**src/rtl/sha256_pkg.sv**
```systemverilog
// Shared SHA-256 message-schedule types and constants.
package sha256_pkg;
  localparam int WORD_W = 32;
  localparam int N_IN   = 16;
  localparam int N_OUT  = 64;

  localparam int S0_ROT_A = 7;
  localparam int S0_ROT_B = 18;
  localparam int S0_SHR   = 3;
  localparam int S1_ROT_A = 17;
  localparam int S1_ROT_B = 19;
  localparam int S1_SHR   = 10;

  typedef logic [WORD_W-1:0] word_t;

  typedef enum logic {S_LOAD, S_EMIT} state_e;
endpackage

```
**src/rtl/sha256_sigma.sv**
```systemverilog
// SHA-256 small sigma word function: ROTR(A) ^ ROTR(B) ^ SHR(C), purely combinational.
module sha256_sigma
  import sha256_pkg::*;
#(
  parameter int ROT_A = 7,
  parameter int ROT_B = 18,
  parameter int SHR_C = 3
) (
  input  word_t x_i,
  output word_t y_o
);
  // Unsigned operand, so >> is a zero-filling logical shift.
  assign y_o = ((x_i >> ROT_A) | (x_i << (WORD_W - ROT_A)))
             ^ ((x_i >> ROT_B) | (x_i << (WORD_W - ROT_B)))
             ^ (x_i >> SHR_C);
endmodule

```
**src/rtl/sha256_msg_sched.sv**
```systemverilog
// SHA-256 message schedule: 16 words in, W[0..63] out over a valid/ready handshake.
// Optional build macro SHA256_SCHED_PASSTHRU_EN streams W[0..15] straight through during load.
module sha256_msg_sched
  import sha256_pkg::*;
(
  input  logic        clock,
  input  logic        reset_n,
  input  logic        blk_valid,
  output logic        blk_ready,
  input  logic [31:0] blk_word,
  output logic        w_valid,
  input  logic        w_ready,
  output logic [31:0] w_data,
  output logic [5:0]  w_index,
  output logic        busy,
  output logic        done
);
  state_e      state_q, state_d;
  logic [3:0]  cnt_q, cnt_d;
  logic [5:0]  idx_q, idx_d;
  word_t       win_q [N_IN];
  word_t       win_d [N_IN];
  logic        busy_q, busy_d;
  logic        done_q, done_d;
  word_t       s0, s1, w_new;
  logic        blk_acc, w_acc;

  sha256_sigma #(.ROT_A(S0_ROT_A), .ROT_B(S0_ROT_B), .SHR_C(S0_SHR))
    u_sigma0 (.x_i(win_q[1]), .y_o(s0));
  sha256_sigma #(.ROT_A(S1_ROT_A), .ROT_B(S1_ROT_B), .SHR_C(S1_SHR))
    u_sigma1 (.x_i(win_q[14]), .y_o(s1));

  // win[0] = W[t] so this is W[t+16]
  assign w_new = s1 + win_q[9] + s0 + win_q[0];

`ifdef SHA256_SCHED_PASSTHRU_EN
  localparam logic [5:0] EMIT_START = 6'd16;
  always_comb begin
    blk_ready = 1'b0;
    w_valid   = 1'b1;
    w_data    = w_new;
    w_index   = idx_q;
    if (state_q == S_LOAD) begin
      blk_ready = w_ready;
      w_valid   = blk_valid;
      w_data    = blk_word;
      w_index   = {2'b00, cnt_q};
    end
  end
`else
  localparam logic [5:0] EMIT_START = 6'd0;
  assign blk_ready = (state_q == S_LOAD);
  assign w_valid   = (state_q == S_EMIT);
  assign w_data    = win_q[0];
  assign w_index   = idx_q;
`endif

  assign blk_acc = blk_valid & blk_ready;
  assign w_acc   = w_valid & w_ready & (state_q == S_EMIT);
  assign busy    = busy_q;
  assign done    = done_q;

  always_comb begin
    state_d = state_q;
    cnt_d   = cnt_q;
    idx_d   = idx_q;
    busy_d  = busy_q;
    done_d  = 1'b0;
    for (int i = 0; i < N_IN; i++) win_d[i] = win_q[i];
    case (state_q)
      S_LOAD: begin
        if (blk_acc) begin
          for (int i = 0; i < N_IN-1; i++) win_d[i] = win_q[i+1];
          win_d[N_IN-1] = blk_word;
          busy_d = 1'b1;
          cnt_d  = cnt_q + 4'd1;
          if (cnt_q == 4'(N_IN-1)) begin
            state_d = S_EMIT;
            idx_d   = EMIT_START;
          end
        end
      end
      S_EMIT: begin
        if (w_acc) begin
          for (int i = 0; i < N_IN-1; i++) win_d[i] = win_q[i+1];
          win_d[N_IN-1] = w_new;
          idx_d = idx_q + 6'd1;
          if (idx_q == 6'(N_OUT-1)) begin
            state_d = S_LOAD;
            idx_d   = 6'd0;
            cnt_d   = 4'd0;
            busy_d  = 1'b0;
            done_d  = 1'b1;
          end
        end
      end
      default: state_d = S_LOAD;
    endcase
  end

  always_ff @(posedge clock) begin
    if (!reset_n) begin
      state_q <= S_LOAD;
      cnt_q   <= '0;
      idx_q   <= '0;
      busy_q  <= 1'b0;
      done_q  <= 1'b0;
      for (int i = 0; i < N_IN; i++) win_q[i] <= '0;
    end else begin
      state_q <= state_d;
      cnt_q   <= cnt_d;
      idx_q   <= idx_d;
      busy_q  <= busy_d;
      done_q  <= done_d;
      for (int i = 0; i < N_IN; i++) win_q[i] <= win_d[i];
    end
  end
endmodule
```
**config.mk**
```make
export PLATFORM = sky130hd
export DESIGN_NAME = sha256_msg_sched
export DESIGN_NICKNAME = d
export VERILOG_FILES = /design/src/rtl/sha256_pkg.sv /design/src/rtl/sha256_sigma.sv /design/src/rtl/sha256_msg_sched.sv
export SDC_FILE = /design/constraint.sdc
export NUM_CORES = 1
export LEC_CHECK = 0
export BUFFER_PORTS_ARGS = -buffer_cell sky130_fd_sc_hd__clkbuf_2
export CORE_MARGIN = 2
export CORE_UTILIZATION = 62
export CTS_CLUSTER_SIZE = 16
export DETAILED_ROUTE_END_ITERATION = 6
export GPL_TIMING_DRIVEN = 0
export PLACE_DENSITY_LB_ADDON = 0.15
export SLEW_MARGIN = 25
export SYNTH_ARGS = -nofsm -noshare
export SYNTH_HDL_FRONTEND = slang
export SYNTH_SLANG_ARGS = --single-unit
```
**constraint.sdc**
```tcl
create_clock -name clock -period 5.47 [get_ports clock]
set_input_delay 0.547 -clock clock [delete_from_list [all_inputs] [get_ports clock]]
set_output_delay 0.547 -clock clock [all_outputs]
set_load 0.05 [all_outputs]
```
==> summary.txt, run 1 <==
Status
  – Run status: complete, no violations

Floorplan
  – Die ar.: 38200 µm²
  – Core ar.: 36300 µm²
  – Die H: 195 µm
  – Die Width: 195 µm
  – # IOs: 78
  – Cell Rows: 70
  – Initial Util: 62.5%

Drt
  – Detailed-routing wirelength on met1: 28.0 mm
  – TritonRoute pass-1 iters: 6
  – Detailed Route WL: 65.0 mm
  – Routed Antenna Nets: 0
  – Via count: 19600
  – Routed wire per std cell: 18.5 µm
  – Vias/cell: 5.57
  – Met3 wire len: 6.08 mm
  – Drt drc: 0
  – First DRT Iteration DRCs: 1698
  – Metal2 WL: 28.7 mm
  – Uppermost routed layer: met4

Final layout
  – Post-route cell area: 25500 µm²
  – Share of cells above drive strength 1: 5.80%
  – Synth-to-Final Area Change: 12.3%
  – Leading cell types in the layout, fill and taps excluded: 990 x nand2_1, 528 x a21oi_1, 525 x dfxtp_1, 221 x clkbuf_1, 145 x inv_1
  – Commonest non-fill, non-tap cell in the layout: nand2_1
  – Nets: 3143
  – Antenna Cells: 0

Hold path
  – Hold endpoint: win_q[1][230]
  – Hold Crit Depth: 3
  – Worst Hold Class: input port to flip-flop
  – Hold Startpoint: blk_word[6]

Power
  – Maximum vdd drop: 0.000277 V
  – Switching share of total power: 23.7%
  – Sw power: 0.00193 W
  – Internal power: 0.00621 W
  – Combinational share of power: 6.3%
  – Clk pwr share: 45.9%
  – Power share of the sequential group: 47.8%
  – Static Leak: 9.15 nW
  – Power per cell area: 319 nW/µm²

Worst setup path
  – WS Path Type: flip-flop to flip-flop
  – R2r endpoint: win_q[1][255]
  – Worst r2r src: win_q[0][40]
  – R2R Setup Slk: 390 ps
  – Crit path DAT: 5550 ps
  – Worst Reg-to-Reg Cells: 18
  – Worst EP required: 5940 ps
  – Critical Path Fanout Max: 5
  – Crit. End Element: flip-flop
  – Critical path launch point type: flip-flop

STA
  – RSZ-0062 raised after global routing: false
  – Final setup viols: 0
  – Slew @ Worst Pin: 989 ps
  – Final Hold Fails: 0
  – Tmin final: 5080 ps
  – Slew HR: 34.1%
  – Fmax: 197 MHz
  – Period utilization: 92.9%
  – Setup TNS: 0 ps
  – Slew Viols, Final: 0
  – Skew final: 20.8 ps

Clock tree
  – Clock transition at the registers of the reported paths: 60 ps
  – Clk Latency, worst-skew pair: 610 ps
  – Number of CTS-inserted buffers: 51
  – H-Tree Depth: 2
  – CTS Sinks: 525
  – Post-CTS setup buffers: 0
  – Cts repair resizes: 0
  – Clk buf depth: 3
  – CTS root buf: clkbuf_16
  – CTS tree: built
  – Hold Buf Count CTS: 0

Yosys
  – Yosys top cell by area: dfxtp_1
  – Number of synthesized flops with an enable pin: 0
  – Mapped Nets: 3013
  – Synth unique cells: 51
  – Post-synthesis cell area: 22700 µm²
  – Sequential cell area fraction in the yosys report: 46.3%
  – Synthesized flop and latch total: 525
  – Top cells by area, synth: dfxtp_1 46%, nand2_1 16%, a21oi_1 12%
  – Ys Warns: 0
  – Mean area per synthesized cell: 7.88 µm²
  – Post-Syn Instances: 2882
  – Asr flop ratio synth: 0%
  – Main synth FF type: dfxtp_1
  – Yosys top cell area share: 46.3%

Placement
  – Post-DP HPWL: 50.0 mm
  – GPL Wtd Cong: 0.965
  – Post-place instance area: 23700 µm²
  – Number of I/O port buffers: 77

Global route
  – GRT Util Overall: 33.8%
  – Number of global-route vias before repair: 18600
  – First-pass GRT wire length: 99.7 mm
  – Largest net degree at the start of global routing: 15
  – Initial antenna violation count: 0
  – Global route total overflow: 0

Job
  – # Max-Cap Violations: 0
final cells by class:
cell class | count | area (µm²)
Buffer | 233 | 877
Clock buffer | 75 | 1560
Clock inverter | 18 | 255
Fill cell | 2991 | 10900
Inverter | 146 | 548
Multi-Input combinational cell | 1978 | 10800
Sequential cell | 525 | 10500
Tap cell | 468 | 586
Timing Repair Buffer | 77 | 385
kinds of logic (layout without fill, tap and decap cells):
kind of cell | Yosys count | after routing | synth area share, %
buffers and inverters | 379 | 549 | 6.28
adder cells (fa/ha/maj) | 95 | 95 | 7.29
AND/OR/NAND/NOR | 1080 | 1080 | 18.4
multiplexers | 15 | 15 | 0.661
AO/OA/AOI/OAI | 640 | 640 | 15.4
XOR/XNOR | 148 | 148 | 5.71
flip-flops | 525 | 525 | 46.3
stage by stage:
step | std cells | setup slack, ps | hold slack [ps] | power, W | util (%)
global placement | 3427 | 552 | 440 | 0.00446 | 65.1
global route | 3520 | 169 | 248 | 0.00835 | 70.1
floorplan | 2882 | 1570 | 431 | 0.00430 | -
detailed placement | 3427 | 462 | 444 | 0.00447 | 65.1
CTS | 3520 | 424 | 214 | 0.00816 | 70.1
finish | 3520 | 390 | 225 | 0.00814 | 70.1
worst max-delay path by stage:
stage               cells past startpoint  slack, ps            end         start
finish                                 18        390  win_q[1][255]  win_q[0][40]
global route                           18        170  win_q[1][255]  win_q[0][40]
CTS                                    18        420  win_q[1][255]  win_q[0][40]
detailed placement                     18        460  win_q[1][255]  win_q[0][40]
global placement                       18        550  win_q[1][255]  win_q[0][40]
floorplan                              18       1570  win_q[1][249]  win_q[0][40]
power groups by stage:
| stage | Combinational (W) | Clock [W] | Sequential (W) |
|---|---|---|---|
| 2_1_floorplan | 0.000344 | 0 | 0.00396 |
| 3_3_place_gp | 0.000493 | 0 | 0.00397 |
| 3_5_place_dp | 0.000502 | 0 | 0.00397 |
| 4_1_cts | 0.000507 | 0.00376 | 0.00388 |
| 5_1_grt | 0.000563 | 0.00390 | 0.00389 |
| 6_report | 0.000517 | 0.00374 | 0.00389 |
routing by layer:
| layer | vias up | track usage [%] |
|---|---|---|
| li1 | 9482 | - |
| met1 | 9287 | 45.5 |
| met2 | 730 | 52.9 |
| met3 | 121 | 8.95 |
| met4 | 0 | 12.1 |
| met5 | - | 0 |
synthesized netlist by cell type, drive strengths merged (2+ instances only):
cell / count
nand2b: 4
buf: 18
mux2i: 15
a211oi: 9
a41oi: 2
a211o: 2
o31ai: 3
nand4b: 2
o22ai: 10
nor2: 39
nor2b: 5
and2: 2
fa: 62
or2: 2
and3: 5
nand3: 15
o21a: 4
o21ai: 21
nand2: 990
a31oi: 7
and4: 2
a21oi: 529
xor2: 26
clkbuf: 215
dfxtp: 525
a21o: 23
ha: 33
o221ai: 18
a2111oi: 2
nor3: 4
xnor2: 122
nand4: 6
o21bai: 3
inv: 146
critical path, stage by stage, from the launching register on:
cell and delay [ps]:
dfxtp_1 310, clkbuf_1 360, xnor2_1 150, xnor2_1 330, fa_1 480, inv_1 80, fa_1 410, inv_1 70
ha_1 220, inv_1 80, fa_1 390, nor2b_1 330, o2111ai_1 290, a2111oi_2 490, o31ai_2 160, a41oi_1 300
a211oi_2 80, xnor2_1 280, o22ai_1 120
flip-flops by register name, indices dropped and copies added, names as in the netlist:
signal / cells
cnt_q: 4
done: 1
w_valid: 1
busy: 1
w_index: 6
win_q: 512
Note: power is estimated with default switching activity, not from simulation.
==> run 2, diff against run 1 <==
==> constraint.sdc (replaced) <==
create_clock -name clock -period 4.7 [get_ports clock]
set_input_delay 0.47 -clock clock [delete_from_list [all_inputs] [get_ports clock]]
set_output_delay 0.47 -clock clock [all_outputs]
set_load 0.05 [all_outputs]
==> summary.txt, run 2 (synthesis gave the netlist of run 1 again) <==
Placement
  – GPL Wtd Cong: 0.965 (unchanged)
  – Post-place instance area: 23700 µm² (unchanged)
  – Post-Place Cells: 3427 (unchanged)
  – Post-DP HPWL: 50.0 mm (unchanged)
  – Number of I/O port buffers: 77 (unchanged)

Drt
  – First DRT Iteration DRCs: 1608 (-5.3%)
  – Routed Antenna Nets: 0 (unchanged)
  – TritonRoute pass-1 iters: 7 (+1)
  – Drt drc: 0 (unchanged)
  – Detailed Route WL: 64.8 mm (-0.22%)
  – Via count: 19500 (-0.51%)
  – Vias/cell: 5.57 (about the same)
  – Routed wire per std cell: 18.5 µm (+0.24%)

Worst setup path
  – Crit path DAT: 5030 ps (-520 ps)
  – WS Path Type: flip-flop to flip-flop
  – Critical path launch point type: flip-flop
  – Critical Path Fanout Max: 5 (unchanged)
  – Worst EP required: 5180 ps (-760 ps)
  – Crit. End Element: flip-flop

Clock tree
  – Hold Buf Count CTS: 0 (unchanged)
  – CTS Sinks: 525 (unchanged)
  – Cts repair resizes: 4 (+4)
  – CTS root buf: clkbuf_16
  – H-Tree Depth: 2 (unchanged)
  – Clk buf depth: 3 (unchanged)
  – Post-CTS setup buffers: 0 (unchanged)
  – Clock transition at the registers of the reported paths: 70 ps (about the same)
  – CTS tree: built
  – Clk Latency, worst-skew pair: 610 ps (about the same)
  – Number of CTS-inserted buffers: 51 (unchanged)

Hold path
  – Worst Hold Class: input port to flip-flop

STA
  – Final Hold Fails: 0 (unchanged)
  – Slew @ Worst Pin: 983 ps (-5.13 ps)
  – Final hold slack: 152 ps (-73.4 ps)
  – Period utilization: 96.9% (+4.0 points)
  – Skew final: 23.8 ps (+3.00 ps)
  – Slew HR: 34.4% (+0.34 points)
  – Tmin final: 4550 ps (-527 ps)
  – Final setup viols: 0 (unchanged)
  – RSZ-0062 raised after global routing: false
  – Fmax: 220 MHz (+12%)
  – Slew Viols, Final: 0 (unchanged)

Final layout
  – Nets: 3127 (-0.51%)
  – Largest register FFs: 512 (unchanged)
  – Filler cells: 2991 (unchanged)
  – Leading cell types in the layout, fill and taps excluded: 990 x nand2_1, 528 x a21oi_1, 521 x dfxtp_1, 205 x clkbuf_1, 145 x inv_1
  – Non-Filler Instances: 3504 (-0.45%)
  – Commonest non-fill, non-tap cell in the layout: nand2_1
  – Antenna Cells: 0 (unchanged)
  – Post-route cell area: 25500 µm² (about the same)
  – Share of cells above drive strength 1: 6.09% (+0.29 points)
  – Synth-to-Final Area Change: 12.2% (about the same)
  – Multi-input logic area: 10800 µm² (+0.33%)
  – Biggest register: win_q
  – Reg area: 10500 µm² (about the same)

Power
  – Maximum vdd drop: 0.000322 V (+16%)
  – Power per cell area: 372 nW/µm² (+16%)
  – Static Leak: 9.14 nW (about the same)

Global route
  – GRT Util Overall: 33.9% (about the same)
  – Initial antenna violation count: 0 (unchanged)
  – Global route total overflow: 0 (unchanged)
  – Number of global-route vias before repair: 18600 (+0.20%)
  – First-pass GRT wire length: 99.8 mm (about the same)
  – Largest net degree at the start of global routing: 15 (unchanged)

Floorplan
  – # IOs: 78 (unchanged)
  – Cell Rows: 70 (unchanged)
  – Die Width: 195 µm (unchanged)
  – Die H: 195 µm (unchanged)
  – Core ar.: 36300 µm² (unchanged)
  – Initial Util: 62.5% (unchanged)
  – Die ar.: 38200 µm² (unchanged)

Job
  – # Max-Cap Violations: 0 (unchanged)

Status
  – Run status: complete, no violations
[run 2: cell types whose count changed in the layout (fill, tap and decap cells not counted), sizes merged]
| cell | change |
|---|---|
| clkbuf | -16 |
[run 2: power breakdown]
part / switching [W] / total, W / leakage [nW] / internal [W]
registers: 0.0000431 / 0.00453 / 4.24 / 0.00449
clock network: 0.00177 / 0.00435 / 0.903 / 0.00257
logic: 0.000430 / 0.000593 / 3.99 / 0.000162
total: 0.00225 / 0.00947 / 9.14 / 0.00723
[run 2: worst paths after layout]
kind	depth (start not counted)	slack, ps	startpoint	endpoint
worst max-delay path	16	150	win_q[1][214]	win_q[1][249]
worst min-delay path	3	150	blk_word[6]	win_q[1][230]
worst max register to register	16	150	win_q[1][214]	win_q[1][249]
worst min register to register	2	450	win_q[0][102]	win_q[0][102]
[run 2: area by class of cell]
class	count	area share, %
Sequential cell	525	41.3
Multi-Input combinational cell	1978	42.4
Timing Repair Buffer	77	1.51
Clock buffer	75	6.12
Clock inverter	18	1.00
Tap cell	468	2.30
Inverter	146	2.15
Buffer	217	3.21
[run 2: metrics by stage]
step,setup slack (ps),total power [W],setup TNS (ps),utilization [%]
after CTS,38.0,0.00949,0,70.1
final,148,0.00947,0,70.1
after global routing,2.07,0.00972,0,70.1
after global placement,-218,0.00519,-408,65.1
after detailed placement,-308,0.00520,-661,65.1
after floorplan,799,0.00501,0,-
[run 2: worst max-delay path: stages (launching register included)]
cell	delay, ps
dfxtp_1	300
clkbuf_1	360
xnor2_1	160
xnor2_1	200
fa_1	530
inv_1	60
fa_1	490
inv_1	40
ha_1	380
a21o_1	220
a21oi_1	390
a2111oi_4	150
o31ai_2	350
a31oi_1	190
a31oi_1	230
xor2_1	260
o22ai_1	110
[run 2: layer usage]
layer	global-route usage, %	vias to the layer above	wire [µm]
li1	-	9443	-
met1	45.4	9266	27800
met2	52.9	689	28600
met3	8.95	122	6130
met4	12.4	0	2250
met5	0	-	0
